<file path="src/rtl/ram_loader.sv">
// ram_loader: streams RAM_BYTES bytes into the memory from address 0 while holding the port away from the CPU
module ram_loader #(
   parameter int RAM_BYTES = 16,
   parameter int ADDR_W    = 4
) (
   input  logic              clk,
   input  logic              rst,
   input  logic              load_start,
   input  logic              byte_valid,
   input  logic [7:0]        byte_in,
   output logic              byte_ready,
   output logic              busy,
   output logic              load_done,
   input  logic [ADDR_W-1:0] cpu_addr,
   input  logic [7:0]        cpu_data,
   input  logic              cpu_rin,
   input  logic              cpu_rout_n,
   output logic [ADDR_W-1:0] mem_addr,
   output logic [7:0]        mem_data,
   output logic              mem_rin,
   output logic              mem_rout_n
);
   localparam int CNT_W = ADDR_W + 1;
   typedef enum logic [1:0] {IDLE, LOAD, DONE} state_t;
   state_t            state, state_n;
   logic [CNT_W-1:0]  cnt;
   logic [ADDR_W-1:0] ld_addr;
   logic [7:0]        ld_data;
   logic              ld_rout_n;
   logic              accept;
   logic              last;
   // a restart in LOAD wins over a byte offered in the same cycle
   assign accept = (state == LOAD) && byte_valid && !load_start;
   assign last   = cnt == CNT_W'(RAM_BYTES - 1);
   // state register
   always_ff @(posedge clk) begin
      if (rst) state <= IDLE;
      else     state <= state_n;
   end
   // next state and handshake/status outputs
   always_comb begin
      state_n    = state;
      byte_ready = 1'b0;
      busy       = 1'b1;
      load_done  = 1'b0;
      case (state)
         IDLE: begin
            busy = 1'b0;
            if (load_start) state_n = LOAD;
         end
         LOAD: begin
            byte_ready = 1'b1;
            if (accept && last) state_n = DONE;
         end
         DONE: begin
            load_done = 1'b1;
            state_n   = IDLE;
         end
         default: state_n = IDLE;
      endcase
   end
   // byte counter and registered write strobe; one strobe cycle per accepted byte
   always_ff @(posedge clk) begin
      if (rst) begin
         cnt       <= '0;
         ld_addr   <= '0;
         ld_data   <= '0;
         ld_rout_n <= 1'b1;
      end else begin
         ld_rout_n <= 1'b1;
         if (load_start && state != DONE) cnt <= '0;
         else if (accept) begin
            ld_addr   <= cnt[ADDR_W-1:0];
            ld_data   <= byte_in;
            ld_rout_n <= 1'b0;
            cnt       <= cnt + 1'b1;
         end
      end
   end
   assign mem_addr   = busy ? ld_addr   : cpu_addr;
   assign mem_data   = busy ? ld_data   : cpu_data;
   assign mem_rin    = busy ? 1'b0      : cpu_rin;
   assign mem_rout_n = busy ? ld_rout_n : cpu_rout_n;
endmodule

</file>
<file path="config.mk">
export PLATFORM = sky130hd
export DESIGN_NAME = ram_loader
export DESIGN_NICKNAME = d
export VERILOG_FILES = /design/src/rtl/ram_loader.sv
export SDC_FILE = /design/constraint.sdc
export NUM_CORES = 1
export LEC_CHECK = 0
export CAP_MARGIN = 20
export CORE_AREA = 5 5 54 56
export CTS_BUF_LIST = sky130_fd_sc_hd__clkbuf_2 sky130_fd_sc_hd__clkbuf_4 sky130_fd_sc_hd__clkbuf_8
export CTS_CLUSTER_SIZE = 28
export DETAILED_ROUTE_END_ITERATION = 12
export DIE_AREA = 0 0 59 61
export PLACE_DENSITY = 0.77
export SYNTH_ARGS = -nofsm -noshare
export SYNTH_HDL_FRONTEND = slang
export SYNTH_SLANG_ARGS = --single-unit
export TNS_END_PERCENT = 10
</file>
<file path="constraint.sdc">
create_clock -name clk -period 2 [get_ports clk]
set_input_delay 0.4 -clock clk [delete_from_list [all_inputs] [get_ports clk]]
set_output_delay 0.4 -clock clk [all_outputs]
set_load 0.03 [all_outputs]
</file>
# Yosys cells after proc, flatten, opt, wreduce, memory -nomap -nowiden
# Index checks and enable logic that the tools add are counted.
totals:
  in_bits: 26
  out_inout_bits: 17
  reg_bits: 20
classes:
  muxes: 11
  bitwise_logic: 1
  eq_ne: 6
  add_sub_neg: 1
  n_reduce_logical: 9
ops:
  columns: ["operator", "n"]
  rows:
  - ["8-bit two-way mux", 1]
  - ["1-bit two-way mux", 6]
  - ["5-bit by 1-bit adder with 5-bit output (second input constant)", 1]
  - ["5-bit by 4-bit == test with 1-bit output (second input constant)", 1]
  - ["1-bit logical AND", 4]
  - ["2-bit two-way mux", 2]
  - ["4-bit two-way mux", 1]
  - ["2-bit inequality test (second input constant)", 2]
  - ["2-bit one-hot mux with 2 select lines", 1]
  - ["2-bit AND reduction", 2]
  - ["2-bit by 1-bit == test with 1-bit output (second input constant)", 1]
  - ["2-bit == test (second input constant)", 1]
  - ["2-bit logical NOT", 1]
  - ["2-bit by 1-bit inequality test with 1-bit output (second input constant)", 1]
  - ["2-bit OR reduction", 1]
  - ["1-bit logical NOT", 1]
  - ["1-bit NOT", 1]

# Longest topological paths before layout
# Gate-level depths: netlist of run 1.
logic_depth:
  ltp_word: 6
  mapped_depth: 6
  ltp_nobuf: 6

# Worst setup path before layout of run 1
# No wires, ideal clock.
synth_path:
  path_kind: "register to output"
  startpoint: "reg state[1]"
  endpoint: "out mem_addr[1]"
  setup_slack_ps: 328
  n_path_buf: 1
  t_arrival_ps: 1272
  path_stages_with_launch: 4
  path_cell_list: "dfxtp_1 nor2_1 buf_4 mux2_2"
synth_via:
  elab_chain_len: 2
synth_rtl:
  columns: ["element", "line_no", "rtl"]
  rows:
  - ["start, declared", "25", "state_t state, state_n;"]
  - ["start signal, assigned", "38", "else state <= state_n;"]
  - ["2-bit logical NOT", "46", "case (state)"]
  - ["4-bit two-way mux", "80", "assign mem_addr = busy ? ld_addr : cpu_addr;"]
  - ["end, declared", "18", "output logic [ADDR_W-1:0] mem_addr,"]
# No other way between the ends.

# Final worst setup path of run 1
layout_path:
  startpoint: "reg state[1]"
  endpoint: "out mem_data[6]"
layout_via:
  elab_chain_len: 2
layout_rtl:
  columns: ["element", "line_no", "rtl"]
  rows:
  - ["2-bit logical NOT", "46", null]
  - ["8-bit two-way mux", "81", "assign mem_data = busy ? ld_data : cpu_data;"]
  - ["end, declared", "19", "output logic [7:0] mem_data,"]
# No other way between the ends.

==> reports/results.txt, run 1 <==
outcome -> complete, no violations
first-pass GRT wire length -> 4.064 mm
CP endpoint kind -> output pin
multiplexer share of the synthesized area -> 15.64%
CTS tree -> done
Post-DRT Antenna Nets -> 0
Placeable Area -> 0.002387 sq mm
PortBufs -> 42
initial antenna violation count -> 0
post-synthesis simple-gate area fraction -> 21.26%
RSZ-0062 raised after global routing -> false
hold buffer count at cts -> 0
Cell Rows -> 18
Max Root-Sink Buffers -> 2
maximum VDD drop -> 0.0003940 V
Post-Synth Adder-Cell Area -> 2.674%
final std cells w/o fill -> 183
final worst path period need -> 1912 ps
worst path required time -> 1600 ps
Routability Congestion -> 0.8000
CTS root buf -> clkbuf_4
largest net degree at the start of global routing -> 18
Die W -> 59 um
Fmax achieved -> 0.5230 GHz
Nets -> 182
setup slack, reg-to-reg -> 660 ps
Overflow after GRT -> 0
synthesis-stage register bit count -> 20
Cell Pwr Density -> 661.8 mW/mm^2
htree depth -> 1
CP Class -> reg -> out
top_reg_cell synth -> dfxtp_1
met2 global-route usage -> 26.97%
Post-Layout Inst Area -> 0.001428 sq mm
Mapped Area -> 935.9 sq um
gate count of the mapped netlist -> 108
final hold viol count -> 0
most frequent cell on the critical path -> buf_4
total power -> 944.8 uW
global routing's busiest layer -> met2
vias in the first global route -> 905
Pleak -> 0.0005790 uW
Startpoint Class -> register
synth cell count leaders -> nand2_1, dfxtp_1, a21oi_1
total clock sinks -> 20
clk_lat worst skew -> 300 ps
Layout area overhead -> 52.54%
TritonCTS buffer count -> 3
DR WL/cell -> 12.91 um
register area share after synthesis -> 42.78%
pre-CTS WS -> 143.2 ps
Reg2Reg Launch Point -> cnt[0]$_SDFFE_PP0N_
share of the synthesized area in the top cell type -> 42.78%
Via density -> 4.825
vias -> 883
Mapped Nets -> 136
GRT Total Usage -> 14.93%
relative slew slack -> 67.76%
top-count cell post-synth -> nand2_1
setup slack after layout -> 88.01 ps
slowest cell on the critical path -> dfxtp_1
postcts setup bufs -> 0
Post-synth EDFFs -> 0
Final HPWL DP -> 1.859 mm
measured slew at the worst slew-check pin -> 482.6 ps
I/O pin total -> 43
Cell variety after synth -> 25
DR iter-0 viols -> 11
final clock skew -> 10.63 ps
grt met3 use -> 2.979%
synth top area cells -> dfxtp_1, mux2_2, nand2_1
crit path cell chain -> nor2_4, buf_4, mux2_2, buf_4
Final setup viols -> 0
Async S/R FF share, synth -> 0%
hold_sp -> ld_addr[1]$_SDFFE_PP0P_
die area -> 0.003599 sq mm
Synth Area in Compound Gates -> 11.23%
drt drc -> 0
clock-pin slew on the worst setup and hold paths -> 120 ps
Final Cycle Share -> 95.60%
fin. max-slew vios -> 0
total routed wirelength -> 2.363 mm
Reg2Reg Depth -> 5
met1 global-route usage -> 16.52%
die height -> 61 um
Hold Crit Depth -> 2
Initial Util -> 39.20%
Mapped Avg Cell Area -> 8.666 sq um
Yosys Warn Count -> 0
layout cells sized above 1 -> 24.84%
top cell type by total area after synthesis -> dfxtp_1
Post-Synth XOR/XNOR Area -> 0.9358%
antenna cells -> 0
arrival time worst endpoint -> 1510 ps
largest family of logic cells by synthesized area -> simple AND/OR/NAND/NOR gates
Cells after DPL -> 179
Area after DPL -> 0.001360 sq mm
MaxCap Viol Count -> 0
CP Max Fanout -> 6
max incr delay on CP -> 390 ps
Reg2Reg Capture Point -> state[1]$_SDFFE_PP0P_
Pre-antenna DRT Iters -> 4
Hold EP -> ld_addr[1]$_SDFFE_PP0P_
Worst Hold Class -> reg -> reg
worst max path at each step:
stage	depth (start not counted)	endpoint	start
final	4	mem_data[6]	state[1]$_SDFFE_PP0P_
after global routing	4	mem_data[6]	state[1]$_SDFFE_PP0P_
after CTS	4	mem_data[1]	state[1]$_SDFFE_PP0P_
after detailed placement	4	cnt[4]$_SDFFE_PP0N_	load_start
after global placement	4	cnt[0]$_SDFFE_PP0N_	load_start
after floorplan	3	mem_addr[1]	state[1]$_SDFFE_PP0P_
power breakdown:
group | switching (uW) | internal, uW | leakage [uW] | total [uW]
registers | 5.62 | 405 | 0.000162 | 411
logic | 97.9 | 108 | 0.000389 | 206
clock network | 125 | 203 | 0.0000279 | 328
final cells by class:
type	instances	area (sq um)
fill	223	959.7
tap	30	37.54
clock inverter	1	30.03
sequential	20	400.4
multi-input combinational	78	491.7
inverter	4	15.01
timing repair buffer	47	430.4
clock buffer	3	22.52
repair_timing:
action | in CTS | in global routing
pin swaps | 0 | 0
endpoints found under the setup margin | 9 | 15
resized for setup | 1 | 5
layer usage:
layer  wire length (um)  vias up
li1                   -      454
met1                932      388
met2               1156       37
met3                233        4
met4                 40        0
met5                  0        -
sequential cells by signal, indices dropped and copies added, names as in the netlist:
signal     count
ld_rout_n      1
ld_addr        4
ld_data        8
cnt            5
state          2
cells by family (layout without fill, tap and decap cells):
family	after synthesis	after routing
and+or+nand+nor	42	42
DFF	20	20
buffers and inverters	10	55
muxes	13	13
adders and majority gates	2	2
xor gates and xnor gates	1	1
AOI/OAI and AO/OA	20	20
stage by stage:
step | TNS (ps) | utilization (%) | hold slack (ps)
after floorplan | 0 | - | 427.8
after global placement | 0 | 56.97 | 444.4
after detailed placement | 0 | 56.97 | 448.2
after CTS | -56.88 | 59.12 | 466.2
after global routing | 0 | 59.80 | 495.2
final | 0 | 59.80 | 465.6
worst max-delay path, delay by kind of cell (launching register included):
| kind | cells | cell delay, ps |
|---|---|---|
| flops | 1 | 390 |
| simple gates | 1 | 160 |
| buf+inv | 2 | 340 |
| mux | 1 | 340 |
cells in the final DEF, fill, tap and decap left out, drive strengths merged, types with 2 or more instances in the layout:
cell type / Yosys / routed
o21ai: 2 / 2
mux2: 13 / 13
clkdlybuf4s50: 0 / 25
dlymetal6s2s: 0 / 2
or3: 2 / 2
nor2: 3 / 3
buf: 4 / 19
dfxtp: 20 / 20
a21oi: 16 / 16
nand2: 27 / 27
nor2b: 2 / 2
inv: 4 / 4
clkbuf: 2 / 3
ha: 2 / 2
(Power assumes the default switching activity.)
==> inputs of run 2 (changes only) <==
--- a/config.mk
+++ b/config.mk
@@ -12,6 +12,7 @@
 export DETAILED_ROUTE_END_ITERATION = 12
 export DIE_AREA = 0 0 59 61
 export PLACE_DENSITY = 0.77
+export SKIP_LAST_GASP = 1
 export SYNTH_ARGS = -nofsm -noshare
 export SYNTH_HDL_FRONTEND = slang
 export SYNTH_SLANG_ARGS = --single-unit
==> run 2 against run 1 <==
  * The flow now finishes with violations (setup timing)
  * Final cell count unchanged
  * Power decreased by 0.16%
  * Non-clock buffer count unchanged
  * Via count down 0.57%
  * Final area fell by 0.96%
  * Wire length fell by 1.1%
  * Flip-flop and latch count unchanged
  * First-iteration DRC count unchanged
  * Clock-buffer cell count did not move
  * Setup slack worse by 88 ps
  * Highest routed layer unchanged
==> reports/results.txt, run 2 (synthesis results as in run 1) <==
outcome -> complete, but fails checks
violated checks -> setup timing
initial antenna violation count -> 0 (unchanged)
MaxCap Viol Count -> 0 (unchanged)
I/O pin total -> 43 (unchanged)
Worst Hold Margin -> 466.2 ps (+0.5520 ps)
design internal power -> 714.9 uW (-0.16%)
most flop-heavy register -> ld_data
total clock sinks -> 20 (unchanged)
die area -> 0.003599 sq mm (unchanged)
clock-pin slew on the worst setup and hold paths -> 120 ps (about the same)
largest net degree at the start of global routing -> 18 (unchanged)
Layout area overhead -> 51.07%
crit path cell chain -> nor2_1, buf_4, mux2_2, buf_4
final std cells w/o fill -> 183 (unchanged)
Fmax achieved -> 0.5000 GHz (-4.4%)
RSZ-0062 raised after global routing -> true
critical path buffer and inverter count -> 2 (unchanged)
Final HPWL DP -> 1.859 mm (unchanged)
CP Class -> reg -> out
first-pass GRT wire length -> 4.064 mm (unchanged)
Max Root-Sink Buffers -> 2 (unchanged)
Final Cycle Share -> 100.0% (+4.4 points)
Largest register FFs -> 8 (unchanged)
layout cells sized above 1 -> 24.18% (-0.65 points)
maximum VDD drop -> 0.0003944 V (+0.11%)
Cell Pwr Density -> 667.2 mW/mm^2 (+0.81%)
final worst path period need -> 2000 ps (+88.06 ps)
Clk pwr share -> 34.8% (about the same)
most frequent cell on the critical path -> buf_4
clk_lat worst skew -> 300 ps (about the same)
max incr delay on CP -> 370 ps (-20 ps)
Final setup viols -> 1 (+1)
Die W -> 59 um (unchanged)
antenna cells -> 0 (unchanged)
most frequent cells in the layout -> nand2_1, clkdlybuf4s50_1, dfxtp_1
postcts setup bufs -> 0 (unchanged)
die height -> 61 um (unchanged)
worst path required time -> 1600 ps (about the same)
arrival time worst endpoint -> 1600 ps (+90 ps)
slowest cell on the critical path -> dfxtp_1
# resized after CTS -> 1 (unchanged)
Overflow after GRT -> 0 (unchanged)
Sw Share -> 24.21% (about the same)
CTS root buf -> clkbuf_4
relative slew slack -> 67.90% (+0.13 points)
Pre-antenna DRT Iters -> 4 (unchanged)
fillers -> 224 (+0.45%)
CP Max Fanout -> 9 (+3)
final clock skew -> 10.95 ps (+0.3210 ps)
fin. max-slew vios -> 0 (unchanged)
GRT Total Usage -> 14.93% (unchanged)
Pleak -> 0.0005631 uW (-2.7%)
Initial Util -> 39.20% (unchanged)
drt drc -> 0 (unchanged)
Routability Congestion -> 0.8000 (unchanged)
sequential power share -> 43.5% (about the same)
htree depth -> 1 (unchanged)
DR iter-0 viols -> 11 (unchanged)
total routed wirelength -> 2.338 mm (-1.1%)
Nets -> 182 (unchanged)
DR WL/cell -> 12.78 um (-1.1%)
measured slew at the worst slew-check pin -> 480.6 ps (-2.012 ps)
TritonCTS buffer count -> 3 (unchanged)
setup slack after layout -> -0.05262 ps (-88.06 ps)
Startpoint Class -> register
Area after DPL -> 0.001360 sq mm (unchanged)
Worst Hold Class -> reg -> reg
Post-Layout Inst Area -> 0.001414 sq mm (-0.96%)
Cells after DPL -> 179 (unchanged)
setup_tns -> -0.05262 ps (-0.05262 ps)
vias -> 878 (-0.57%)
sw power -> 228.4 uW (-0.16%)
largest delay contributor family on the critical path -> buffers and inverters
most common cell after layout, fill and taps aside -> nand2_1
Cell Rows -> 18 (unchanged)
largest registers -> ld_data (8), cnt (5), ld_addr (4)
vias in the first global route -> 905 (unchanged)
hold buffer count at cts -> 0 (unchanged)
Post-DRT Antenna Nets -> 0 (unchanged)
Placeable Area -> 0.002387 sq mm (unchanged)
CTS tree -> done
final hold viol count -> 0 (unchanged)
Gate power share -> 21.7% (about the same)
CP endpoint kind -> output pin
PortBufs -> 42 (unchanged)
Via density -> 4.798 (-0.57%)
## run 2: worst reg2reg max path: stages (launching register included)
cell and delay, ps:
dfxtp_1 410, ha_1 190, and3_1 170, ha_1 140, nand2_1 60, nor4b_1 270
## run 2: layer usage
metal	global-route usage, %	share of wire [%]	wire, um	vias to the layer above
met1	16.52	39	921	384
met3	2.979	10	244	4
li1	-	-	-	453
met4	7.767	1.7	40	0
met2	26.97	48	1133	37
met5	0	0	0	-
## run 2: per-stage QoR
step | power [uW] | setup WS (ps) | utilization, %
after floorplan | 525.3 | 328.3 | -
after global placement | 622.2 | 235.5 | 56.97
after detailed placement | 625.7 | 143.2 | 56.97
after CTS | 947.7 | -12.77 | 59.12
after global routing | 985.6 | -99.95 | 59.22
final | 943.3 | -0.05262 | 59.22
## run 2: layout make-up
cell class / instances / area, sq um / share of cell area (%)
clock inverters: 1 / 30.03 / 2.124
flip-flops and latches: 20 / 400.4 / 28.32
inverters: 4 / 15.01 / 1.062
clock buffers: 3 / 22.52 / 1.593
repair buffers: 47 / 424.2 / 30.00
well taps: 30 / 37.54 / 2.655
multi-input cells: 78 / 484.2 / 34.25
## run 2: final timing paths
kind	start	to	slack [ps]	cells past startpoint
worst max-delay path	state[1]$_SDFFE_PP0P_	mem_data[1]	-0.05	4
worst min-delay path	ld_addr[1]$_SDFFE_PP0P_	ld_addr[1]$_SDFFE_PP0P_	470	2
worst max register to register	cnt[0]$_SDFFE_PP0N_	state[1]$_SDFFE_PP0P_	660	5
worst min register to register	ld_addr[1]$_SDFFE_PP0P_	ld_addr[1]$_SDFFE_PP0P_	470	2
## run 2: power groups by stage
stage          Clock, uW  Combinational, uW  Sequential (uW)
5_1_grt              354                220              411
6_report             329                205              410
3_3_place_gp           0                204              418
2_1_floorplan          0                108              418
3_5_place_dp           0                207              419
4_1_cts              330                208              410
